### config.mk
export PLATFORM = sky130hd
export DESIGN_NAME = cursor_y_ctrl
export DESIGN_NICKNAME = d
export VERILOG_FILES = /design/src/rtl/cursor_y_ctrl.sv
export SDC_FILE = /design/constraint.sdc
export NUM_CORES = 1
export LEC_CHECK = 0
export CAP_MARGIN = 10
export CORE_MARGIN = 3
export CORE_UTILIZATION = 45
export CTS_BUF_LIST = sky130_fd_sc_hd__clkbuf_2
export DETAILED_ROUTE_END_ITERATION = 8
export GPL_ROUTABILITY_DRIVEN = 0
export PLACE_DENSITY = 0.66
export SYNTH_ARGS = -nofsm -noshare
export SYNTH_HDL_FRONTEND = slang
export SYNTH_SLANG_ARGS = --single-unit
### constraint.sdc
create_clock -name clk -period 2.8 [get_ports clk]
set_clock_uncertainty 0.1 [all_clocks]
set_input_delay 0.7 -clock clk [delete_from_list [all_inputs] [get_ports clk]]
set_output_delay 0.7 -clock clk [all_outputs]
set_load 0.02 [all_outputs]
### src/rtl/cursor_y_ctrl.sv
`default_nettype none
// ============================================================================
//  Module      : cursor_y_ctrl
//  Description : Vertical palette-cursor controller. Synchronizes two
//                asynchronous button levels, detects presses, and plays a
//                short sub-row animation on the Y-offset datapath (C = 1,2,3,
//                each held HOLD cycles). It then commits the new row, with
//                wrap-around at the top and bottom rows.
//  Revision    : 1.0 - initial release
// ----------------------------------------------------------------------------
//  Parameters
//    ROW_MAX  : highest legal row (rows 0..ROW_MAX, ROW_MAX <= 63)
//    HOLD     : cycles each animation sub-step is held (1..255)
//  Ports
//    clk      : in  - clock, all state changes on rising edge
//    rst      : in  - asynchronous active-low reset
//    enable   : in  - palette cursor active
//    btn_up   : in  - async button level, move to lower row
//    btn_down : in  - async button level, move to higher row
//    in_y     : out - committed row [5:0]
//    plus     : out - datapath load strobe
//    sum      : out - 1 = add C, 0 = subtract C
//    C        : out - sub-row pixel offset [2:0]
//    busy     : out - high whenever the FSM is not idle
//    moved    : out - one-cycle pulse when a new row is committed
// ============================================================================
module cursor_y_ctrl #(
    parameter int ROW_MAX = 15,
    parameter int HOLD    = 4
) (
    input  logic       clk,
    input  logic       rst,
    input  logic       enable,
    input  logic       btn_up,
    input  logic       btn_down,
    output logic [5:0] in_y,
    output logic       plus,
    output logic       sum,
    output logic [2:0] C,
    output logic       busy,
    output logic       moved
);

    localparam logic [5:0] ROW_MAX_Y = 6'(ROW_MAX);
    localparam logic [7:0] HOLD_RLD  = 8'(HOLD - 1);

    typedef enum logic [1:0] {
        IDLE    = 2'd0,
        STEP    = 2'd1,
        COMMIT  = 2'd2,
        RELEASE = 2'd3
    } state_t;

    // ------------------------------------------------------------------
    // Button synchronizers and press detection
    // ------------------------------------------------------------------
    logic up_meta_q, up_sync_q, up_prev_q;
    logic dn_meta_q, dn_sync_q, dn_prev_q;
    logic vld1_q, vld2_q;
    logic up_press, dn_press;

    // The sync chain holds reset zeros for two cycles, which do not reflect
    // the real button. The history flops are kept at 1 until the chain holds
    // genuine samples, so a button held across reset must first be seen low
    // before it can produce a press.
    always_ff @(posedge clk or negedge rst) begin
        if (!rst) begin
            up_meta_q <= 1'b0;
            up_sync_q <= 1'b0;
            up_prev_q <= 1'b1;
            dn_meta_q <= 1'b0;
            dn_sync_q <= 1'b0;
            dn_prev_q <= 1'b1;
            vld1_q    <= 1'b0;
            vld2_q    <= 1'b0;
        end else begin
            up_meta_q <= btn_up;
            up_sync_q <= up_meta_q;
            dn_meta_q <= btn_down;
            dn_sync_q <= dn_meta_q;
            vld1_q    <= 1'b1;
            vld2_q    <= vld1_q;
            up_prev_q <= vld2_q ? up_sync_q : 1'b1;
            dn_prev_q <= vld2_q ? dn_sync_q : 1'b1;
        end
    end

    assign up_press = up_sync_q & ~up_prev_q;
    assign dn_press = dn_sync_q & ~dn_prev_q;

    // ------------------------------------------------------------------
    // Control FSM with registered outputs
    // ------------------------------------------------------------------
    state_t     state_q;
    logic [5:0] in_y_q;
    logic       plus_q;
    logic       sum_q;
    logic [2:0] c_q;
    logic       busy_q;
    logic       moved_q;
    logic [7:0] hold_q;

    always_ff @(posedge clk or negedge rst) begin
        if (!rst) begin
            state_q <= IDLE;
            in_y_q  <= 6'd0;
            plus_q  <= 1'b0;
            sum_q   <= 1'b0;
            c_q     <= 3'd0;
            busy_q  <= 1'b0;
            moved_q <= 1'b0;
            hold_q  <= 8'd0;
        end else begin
            moved_q <= 1'b0;
            case (state_q)
                IDLE: begin
                    plus_q <= 1'b0;
                    c_q    <= 3'd0;
                    if (enable && up_press && dn_press) begin
                        // Conflicting presses: swallow them and wait for release.
                        state_q <= RELEASE;
                        busy_q  <= 1'b1;
                    end else if (enable && (up_press ^ dn_press)) begin
                        sum_q  <= dn_press;
                        busy_q <= 1'b1;
                        plus_q <= 1'b1;
                        if (dn_press && (in_y_q == ROW_MAX_Y)) begin
                            // Wrap jumps straight to the new row, no animation.
                            state_q <= COMMIT;
                            in_y_q  <= 6'd0;
                            moved_q <= 1'b1;
                        end else if (up_press && (in_y_q == 6'd0)) begin
                            state_q <= COMMIT;
                            in_y_q  <= ROW_MAX_Y;
                            moved_q <= 1'b1;
                        end else begin
                            state_q <= STEP;
                            c_q     <= 3'd1;
                            hold_q  <= HOLD_RLD;
                        end
                    end
                end

                STEP: begin
                    if (!enable) begin
                        // Abort: C=0 with the old row restores the datapath to 4*in_y.
                        state_q <= COMMIT;
                        c_q     <= 3'd0;
                    end else if (hold_q != 8'd0) begin
                        hold_q <= hold_q - 8'd1;
                    end else if (c_q == 3'd3) begin
                        state_q <= COMMIT;
                        c_q     <= 3'd0;
                        moved_q <= 1'b1;
                        in_y_q  <= sum_q ? (in_y_q + 6'd1) : (in_y_q - 6'd1);
                    end else begin
                        c_q    <= c_q + 3'd1;
                        hold_q <= HOLD_RLD;
                    end
                end

                COMMIT: begin
                    state_q <= RELEASE;
                    plus_q  <= 1'b0;
                end

                RELEASE: begin
                    // No auto-repeat: both buttons must be let go first.
                    if (!up_sync_q && !dn_sync_q) begin
                        state_q <= IDLE;
                        busy_q  <= 1'b0;
                    end
                end

                default: begin
                    state_q <= IDLE;
                    plus_q  <= 1'b0;
                    c_q     <= 3'd0;
                    busy_q  <= 1'b0;
                end
            endcase
        end
    end

    assign in_y  = in_y_q;
    assign plus  = plus_q;
    assign sum   = sum_q;
    assign C     = c_q;
    assign busy  = busy_q;
    assign moved = moved_q;

endmodule
`default_nettype wire
==> run summary <==
- 224 — number of nets in the final layout
- 4980 sq um — area enclosed by the die boundary
- 0 — cts hold-fix bufs
- 1,510 — count of vias placed by the detailed router
- 963 uW — switching power summed over all nets
- 1880 sq um — synthesized cell area
- 41.5% — fraction of the yosys area taken by sequential cells
- 17.3% — Total GRT Usage
- dfrtp_1 (39%), ha_1 (6.7%), nand2_1 (3.6%) — main area contributors after synthesis
- 49.1% — starting density of the core
- 2880 um — final HPWL from detailed placement
- 7 — Worst Reg-to-Reg Cells
- 0 — number of failing hold endpoints at the final stage
- 7 — CP Max Fanout
- 778 sq um — sequential standard cell area
- 0 — Ant. Diodes
- 0.508 mV — maximum vdd ir drop
- hold_q[1] — Critical R2R Launch
- 2.99 ns — Crit path required time
- 86.4% — share of the clock period used by the worst path after layout
- 0.000914 uW — leakage dissipation
- flip-flop — type of destination of the critical path
- 55.3% — Gate power share
- 0.38 ns — worst reg2reg setup slack
- 4 — Pre-antenna DRT Iters
- 6870 um — global-route wire length before repair
- 13.7% — clock network power share
- reg2reg — critical path type
- 3830 sq um — Core Region
- 0 — number of antenna violations at the first check in global routing
- 0 — number of nets with antenna violations after routing
- 0 — final max-slew violation count
- 0.38 ns — clock insertion delay at the later pin of the skew report
- 70.6 um — chip width
- 0 — total number of yosys warnings
- 43.4% — switching share of power
- dfrtp_1 — cell type contributing the most total cell area after synthesis
- 15.4 um — Avg WL per Cell
- 1030 nW/um^2 — P per Cell Area
- 31.0% — Reg power frac
- hold_q[1] — worst setup path startpoint
- reg2reg — class of the tightest hold or removal check
- 50 — post-synthesis cell type count
- 2 — Max clock buf depth
- 0 ns — accumulated negative setup slack
- 14.9% — synthesis-to-finish area growth
- 31 — post-synthesis register bit count
- 0 — # setup viols final
- 1,429 — number of global-route vias before repair
- dfrtp_1 — most common cell in the netlist
- 70.6 um — floorplan die height
- 5 — number of clock buffers inserted by TritonCTS
- 0.16 ns — register clock-pin slew on the reported worst setup and hold paths
- 0 — post-CTS setup repair buffer count
- 5.88 — via/cell ratio
- 22 — Std-Cell Rows
- 17 — I/O Buffers
- 2.42 ns — minimum clock period
- 2 — total number of H-tree levels
- 10.1 sq um — mean cell area of the mapped netlist
- 31 — sink count of the clock tree
- 0 — number of maximum-capacitance violations
- dfrtp_1 (29), nand2_1 (18), a21oi_1 (13), inv_1 (11) — most frequent cells after synthesis
- 1030 sq um — multi-input gate area in the final layout
- 2.61 ns — WP data arrival
- no — setup repair after global routing missed its margin
- dfrtp_1 — leading register cell type out of synthesis
- 0 — Remaining Overflow, GRT
- flip-flop — crit path launch type
- 81 — initial drt markers
- 340 — Filler cells
- hold_q[1] — reg-to-reg critical path endpoint
- 202 — synthesized net count
- 249 — DP Cell Count
- 15.8% — fraction of layout instances using a drive strength above 1
- 0 — count of flip-flops with a built-in enable after synthesis
- finished clean — result of the run
- 0.413 GHz — Fmax
- 1260 uW — internal power contribution
- 0 — post-CTS sizing
- 18 — IO Count
- hold_q[1] — CP Capture Point
- clkbuf_2 — cell chosen for the clock root
- 100% — async set-or-reset flop fraction in the synthesized netlist
- 257 — count of non-filler cells in the finished layout
- 38.7% — proportion of netlist area held by the largest area contributor
- 186 — Post-Synthesis Cells
- 0 — # DRC
- yes — CTS tree
- 3960 um — overall routed net length
- 32 — maximum number of pins on one net before global-route repair
==> worst min-delay path by stage <==
stage,cells past startpoint,slack (ns),to,start
after detailed placement,0,0.24,dn_sync_q,dn_meta_q
after CTS,0,0.26,up_sync_q,up_meta_q
after global routing,0,0.25,up_sync_q,up_meta_q
final,0,0.25,up_sync_q,up_meta_q
after global placement,0,0.23,dn_sync_q,dn_meta_q
after floorplan,0,0.23,dn_sync_q,dn_meta_q
==> cell families after synthesis <==
logic type / count (synthesis) / synth area share [%]
muxes: 8 / 5.07
adders and majority gates: 11 / 7.73
other: 1 / 0.200
xor gates and xnor gates: 6 / 2.80
buffers and inverters: 15 / 3.80
AOI/OAI and AO/OA: 59 / 23.0
and+or+nand+nor: 55 / 15.9
DFF: 31 / 41.5
==> power groups by stage <==
stage,sequential (uW),clock (uW),combinational (uW)
after floorplan,732,0,856
after global placement,683,0,1180
after detailed placement,696,0,1210
after CTS,688,314,1220
after global routing,709,337,1360
final,688,304,1230
==> worst max-delay path, stage by stage, from the launching register on <==
cell	delay, ns
dfrtp_1	0.45
inv_1	0.08
ha_1	0.16
or4b_4	0.51
or3_4	0.42
nand2_1	0.14
a22o_4	0.18
mux2_4	0.30
==> sequential cells by signal, indices dropped and copies added (netlist names), 2 cells and up <==
signal,flops
state_q,2
C,3
in_y,6
hold_q,8
==> placed cells by master (no fill, tap or decap), types with 3 or more instances in the layout <==
cell type,n
inv_1,11
nor2_1,8
clkbuf_2,5
ha_1,10
nand2_1,18
xnor2_1,4
o21a_1,3
mux2_2,4
o21ai_0,10
o22ai_1,3
clkdlybuf4s50_1,17
dfrtp_1,29
nand3_1,8
a21o_1,3
a211o_1,4
nand2b_1,4
a211oi_1,5
a21oi_1,13
==> per-layer routing <==
layer | GRT usage (%) | share of wire, % | vias to the layer above
li1 | - | - | 727
met1 | 24.1 | 48 | 742
met2 | 26.4 | 46 | 34
met3 | 3.55 | 4.4 | 7
met4 | 6.89 | 1.5 | 0
met5 | 0 | 0 | -
==> layout make-up <==
cell class	count	area share, %
inverters	11	1.92
repair buffers	19	8.59
multi-input cells	140	47.6
clock buffers	5	1.16
flip-flops and latches	31	36.1
clock inverters	3	1.80
well taps	48	2.79
==> metrics by stage <==
step / utilization (%) / cell area (sq um) / hold WS (ns) / worst slack (ns) / total power, uW
final: 56.3 / 2160 / 0.251 / 0.381 / 2220
after global routing: 56.3 / 2160 / 0.249 / 0.295 / 2400
after CTS: 56.3 / 2160 / 0.255 / 0.385 / 2230
after detailed placement: 54.7 / 2090 / 0.236 / 0.118 / 1910
after global placement: 54.7 / 2090 / 0.232 / 0.165 / 1860
after floorplan: - / 1880 / 0.231 / 0.542 / 1590
Note: power is estimated with default switching activity, not from simulation.
==> variant 1 (config.mk and constraints unchanged) <==
Register the inputs `enable`, `btn_up` and `btn_down` before use, with the module's reset. The logic sees them one clock later.
--- a/src/rtl/cursor_y_ctrl.sv
+++ b/src/rtl/cursor_y_ctrl.sv
@@ -53,2 +53,18 @@
 
+    logic enable_q;
+    logic btn_up_q;
+    logic btn_down_q;
+
+    always_ff @(posedge clk or negedge rst) begin
+        if (!rst) begin
+            enable_q   <= '0;
+            btn_up_q   <= '0;
+            btn_down_q <= '0;
+        end else begin
+            enable_q   <= enable;
+            btn_up_q   <= btn_up;
+            btn_down_q <= btn_down;
+        end
+    end
+
     // ------------------------------------------------------------------
@@ -76,5 +92,5 @@
         end else begin
-            up_meta_q <= btn_up;
+            up_meta_q <= btn_up_q;
             up_sync_q <= up_meta_q;
-            dn_meta_q <= btn_down;
+            dn_meta_q <= btn_down_q;
             dn_sync_q <= dn_meta_q;
@@ -118,3 +134,3 @@
                     c_q    <= 3'd0;
-                    if (enable && up_press && dn_press) begin
+                    if (enable_q && up_press && dn_press) begin
                         // Conflicting presses: swallow them and wait for release.
@@ -122,3 +138,3 @@
                         busy_q  <= 1'b1;
-                    end else if (enable && (up_press ^ dn_press)) begin
+                    end else if (enable_q && (up_press ^ dn_press)) begin
                         sum_q  <= dn_press;
@@ -144,3 +160,3 @@
                 STEP: begin
-                    if (!enable) begin
+                    if (!enable_q) begin
                         // Abort: C=0 with the old row restores the datapath to 4*in_y.
Function: changed (a bounded check fails within 10 cycles, from zero or initial values and one cycle with rst low).
==> variant 1 against the original RTL <==
  * Setup slack improved by 0.013 ns
  * Cell area fell by 3.4%
  * Total power fell by 13%
  * First-iteration DRC count rose by 7.4%
  * Sequential cell count rose by 3
  * Synthesized area fell by 3.1%
  * Wire length fell by 11%
  * Global-route usage fell by 1.2 points
  * Critical endpoint is now in_y[1]$_DFFE_PN0P_
==> variant 1: results (changes against the original RTL) <==
- The data arrival time of the critical path is 2.60 ns (was 2.61 ns).
- The number of inserted diodes is 0 (unchanged).
- The worst-path maximum fanout is 6 (was 7).
- The total detailed-routing wirelength is 3513 um (was 3963 um).
- The buffer depth of the longest clock path is 2 (unchanged).
- The flip-flop count of the largest register after layout is 8 (unchanged).
- The max-cap check violation count came to 0 (unchanged).
- Synth top area cells: dfrtp_1, ha_1, o21ai_0 (was dfrtp_1, ha_1, nand2_1).
- The most flop-heavy register is hold_q (unchanged).
- The via count of the first global-routing pass is 1343 (was 1429).
- The net count after synthesis is 190 (was 202).
- The clock transition at the registers of the reported paths is 0.17 ns.
- The proportion of register bits with asynchronous set or reset after synthesis was 100.0% (unchanged).
- The master cell of the clock root buffer was clkbuf_2 (unchanged).
- The fraction of final layout cells sized beyond drive strength 1 came to 12.76% (was 15.79%).
- The leakage power summed over all cells is 0.9357 nW (was 0.9135 nW).
- The top flip-flop cell by instance count after synthesis is dfrtp_1 (unchanged).
- The maximum vdd drop is 0.4036 mV (was 0.5083 mV).
- The H-tree depth was 2 (unchanged).
- The via count is 1355 (was 1510).
- Most frequent cells after synthesis: dfrtp_1, o21ai_0, a21oi_1 (was dfrtp_1, nand2_1, a21oi_1).
- The global-route total usage across every layer is 16.02% (was 17.26%).
- The quantity of I/O buffers inserted on ports was 17 (unchanged).
- The wire length of the first global-routing pass came to 6182 um (was 6872 um).
- The initial antenna violation count is 0 (unchanged).
- The number of post-CTS setup repair buffers is 0 (unchanged).
- The power spent charging and discharging nets came to 821.9 uW (was 962.6 uW).
- The length of the first detailed-routing pass in iterations came to 4 (unchanged).
- The worst slack at placement was 0.4064 ns (was 0.1185 ns).
- The count of filler cells inserted in the layout is 345 (was 340).
- The net total in the final layout is 211 (was 224).
- The number of DRC markers in iteration 0 is 87 (was 81).
- The post-detailed-placement half-perimeter wirelength is 2526 um (was 2879 um).
- The pin count of the biggest net entering global routing is 35 (was 32).
- The clock buffer count from CTS is 5 (unchanged).
- Status: finished, final reports clean (unchanged).
- The share of the yosys chip area belonging to registers is 46.94% (was 41.47%).
- The number of warnings issued by yosys came to 0 (unchanged).
- The number of different library cells in the post-synthesis netlist is 41 (was 50).
- The clock insertion delay at the later pin of the skew report is 0.40 ns (was 0.38 ns).
- The number of cells upsized or downsized after cts is 0 (unchanged).
- The path type of the worst min-delay path is flop to flop (unchanged).
==> variant 1: worst paths after layout <==
| kind | startpoint | end | slack, ns | cells after the start |
|---|---|---|---|---|
| max | hold_q[0]$_DFFE_PN0P_ | in_y[1]$_DFFE_PN0P_ | 0.39 | 7 |
| min | dn_meta_q$_DFF_PN0_ | dn_sync_q$_DFF_PN0_ | 0.25 | 0 |
| max reg2reg | hold_q[0]$_DFFE_PN0P_ | in_y[1]$_DFFE_PN0P_ | 0.39 | 7 |
| min reg2reg | dn_meta_q$_DFF_PN0_ | dn_sync_q$_DFF_PN0_ | 0.25 | 0 |
| max in group asynchronous | rst | up_prev_q$_DFF_PN1_ | 1.66 | 2 |
| min in group asynchronous | rst | C[1]$_DFFE_PN0P_ | 0.57 | 2 |
==> variant 1: power groups by stage <==
stage	clock, mW	combinational [mW]	sequential (mW)
after floorplan	0	0.695	0.753
after global placement	0	0.972	0.718
after detailed placement	0	0.998	0.728
after CTS	0.233	1.00	0.717
after global routing	0.253	1.12	0.737
final	0.225	0.997	0.716
==> variant 1: layout make-up <==
type / count / share of cell area, %
flip-flops and latches: 34 / 40.96
multi-input cells: 124 / 43.42
inverters: 11 / 1.982
well taps: 48 / 2.883
clock buffers: 6 / 1.441
repair buffers: 19 / 8.889
clock inverters: 2 / 0.4204
==> variant 1: through the flow <==
step / instance area, um2 / total power, mW / util [%] / cells
final: 2083 / 1.938 / 55.24 / 244
after global placement: 2044 / 1.690 / 54.21 / 236
after detailed placement: 2044 / 1.726 / 54.21 / 236
after floorplan: 1818 / 1.448 / - / 174
after global routing: 2083 / 2.111 / 55.24 / 244
after CTS: 2083 / 1.953 / 55.24 / 244
==> variant 1: cells by family (layout without fill, tap and decap cells) <==
family | count (synthesis) | after routing | share of synthesized area [%]
xor gates and xnor gates | 7 | 7 | 3.372
DFF | 34 | 34 | 46.94
adders and majority gates | 11 | 11 | 7.984
AOI/OAI and AO/OA | 52 | 52 | 18.72
buffers and inverters | 16 | 38 | 3.304
other | 1 | 1 | 0.2063
muxes | 6 | 6 | 4.542
and+or+nand+nor | 47 | 47 | 14.94
==> variant 1: per-layer routing <==
layer,share of wire (%),up-vias,global-route usage (%)
li1,-,663,-
met5,0,-,0
met4,1.9,0,6.725
met2,47,28,25.11
met3,4.3,6,5.217
met1,47,658,20.28
==> variant 1: worst max-delay path: stages (launching register included) <==
cell,delay [ns]
dfrtp_1,0.44
inv_1,0.07
ha_1,0.20
or4b_4,0.53
nor4_4,0.29
o211ai_1,0.20
o31a_4,0.19
mux2_4,0.31
==> variant 2 (config.mk and constraints unchanged) <==
Made on the original files. `ROW_MAX`: 15 -> 11.
--- a/src/rtl/cursor_y_ctrl.sv
+++ b/src/rtl/cursor_y_ctrl.sv
@@ -27,3 +27,3 @@
 module cursor_y_ctrl #(
-    parameter int ROW_MAX = 15,
+    parameter int ROW_MAX = 11,
     parameter int HOLD    = 4
Formal check against the unedited RTL: not equivalent (Yosys sat finds a counterexample within 10 cycles, from zero or initial values and one cycle with rst low).
==> variant 2 against the original RTL <==
  * Highest routed layer unchanged
  * Setup slack worse by 0.13 ns
  * Via count down 10%
  * Synthesized cell count down 4.8%
  * Cell area shrank 6.7%
  * Total power fell by 6.0%
  * Synthesized area shrank 7.3%
  * Worst hold slack improved by 0.018 ns
  * Sequential cell count stayed put
  * Wire length is 10% lower
  * Utilization rose by 0.80 points
==> variant 2: results (changes against the original RTL) <==
- Status: finished, final reports clean (unchanged).
- The inverter count came to 10 (was 11).
- The data arrival time of the critical path is 2.73 ns (was 2.61 ns).
- The share of the synthesized netlist area taken by xor and xnor gates is 2.516% (was 2.800%).
- The number of ordinary and repair buffers in the finished layout is 21 (was 19).
- The buffering overhead is 9.950% (was 8.590%).
- The worst-path maximum fanout is 5 (was 7).
- The number of multi-input combinational cells in the layout is 131 (was 140).
- The wire length of the first global-routing pass was 6065 um (was 6872 um).
- The maximum vdd drop is 0.5749 mV (was 0.5083 mV).
- The layout clock buffer count came to 7 (was 5).
- Synth top area cells: dfrtp_1, ha_1, a21oi_1 (was dfrtp_1, ha_1, nand2_1).
- The worst-case register-to-register setup slack is 0.25 ns (was 0.38 ns).
- The fraction of final layout cells sized beyond drive strength 1 came to 10.95% (was 15.79%).
- The net total in the final layout is 216 (was 224).
- The number of different library cells in the post-synthesis netlist was 47 (was 50).
- The placed standard-cell area came to 1972 um2 (was 2092 um2).
- The fraction of area in clock buffers and inverters is 1.990% (was 2.960%).
- The count of filler cells inserted in the layout was 326 (was 340).
- The power spent charging and discharging nets came to 931.2 uW (was 962.6 uW).
- The global-route total usage across every layer was 17.53% (was 17.26%).
- The power attributed to sequential cells is 725 uW (was 688 uW).
- The number of cells produced by synthesis was 177 (was 186).
- The timing endpoint of the critical path is state_q[0]$_DFFE_PN0P_ (was hold_q[1]$_DFFE_PN0P_).
- The proportion of synthesized area in mux cells is 2.444% (was 5.067%).
-- variant 2: cell count changes in the layout (fill, tap and decap cells not counted), moves of 3 or more --
cell / before / now
a211o_1: 4 / 1
a211oi_1: 5 / 1
a21oi_1: 13 / 18
nand3_1: 8 / 2
o21ai_1: 1 / 4
o31ai_1: 0 / 5
or3_1: 0 / 6
-- variant 2: per-stage QoR --
stage | worst slack, ns | hold slack, ns
global placement | 0.1536 | 0.2352
CTS | 0.2324 | 0.2750
detailed placement | 0.1219 | 0.2428
floorplan | 0.4617 | 0.2312
finish | 0.2490 | 0.2699
global route | 0.001772 | 0.2919
-- variant 2: per-layer routing --
metal / part of all wire [%] / global-route usage (%)
met1: 46 / 21.13
met2: 49 / 29.48
met3: 3.9 / 4.433
met4: 1.1 / 7.444
met5: 0 / 0
-- variant 2: critical path, cell delays in order (launching register included) --
cell and delay, ns:
dfrtp_1 0.41, inv_1 0.10, ha_1 0.20, or4b_4 0.49, nor4_4 0.28, nor2_1 0.14
nor3b_1 0.35, mux2_2 0.38
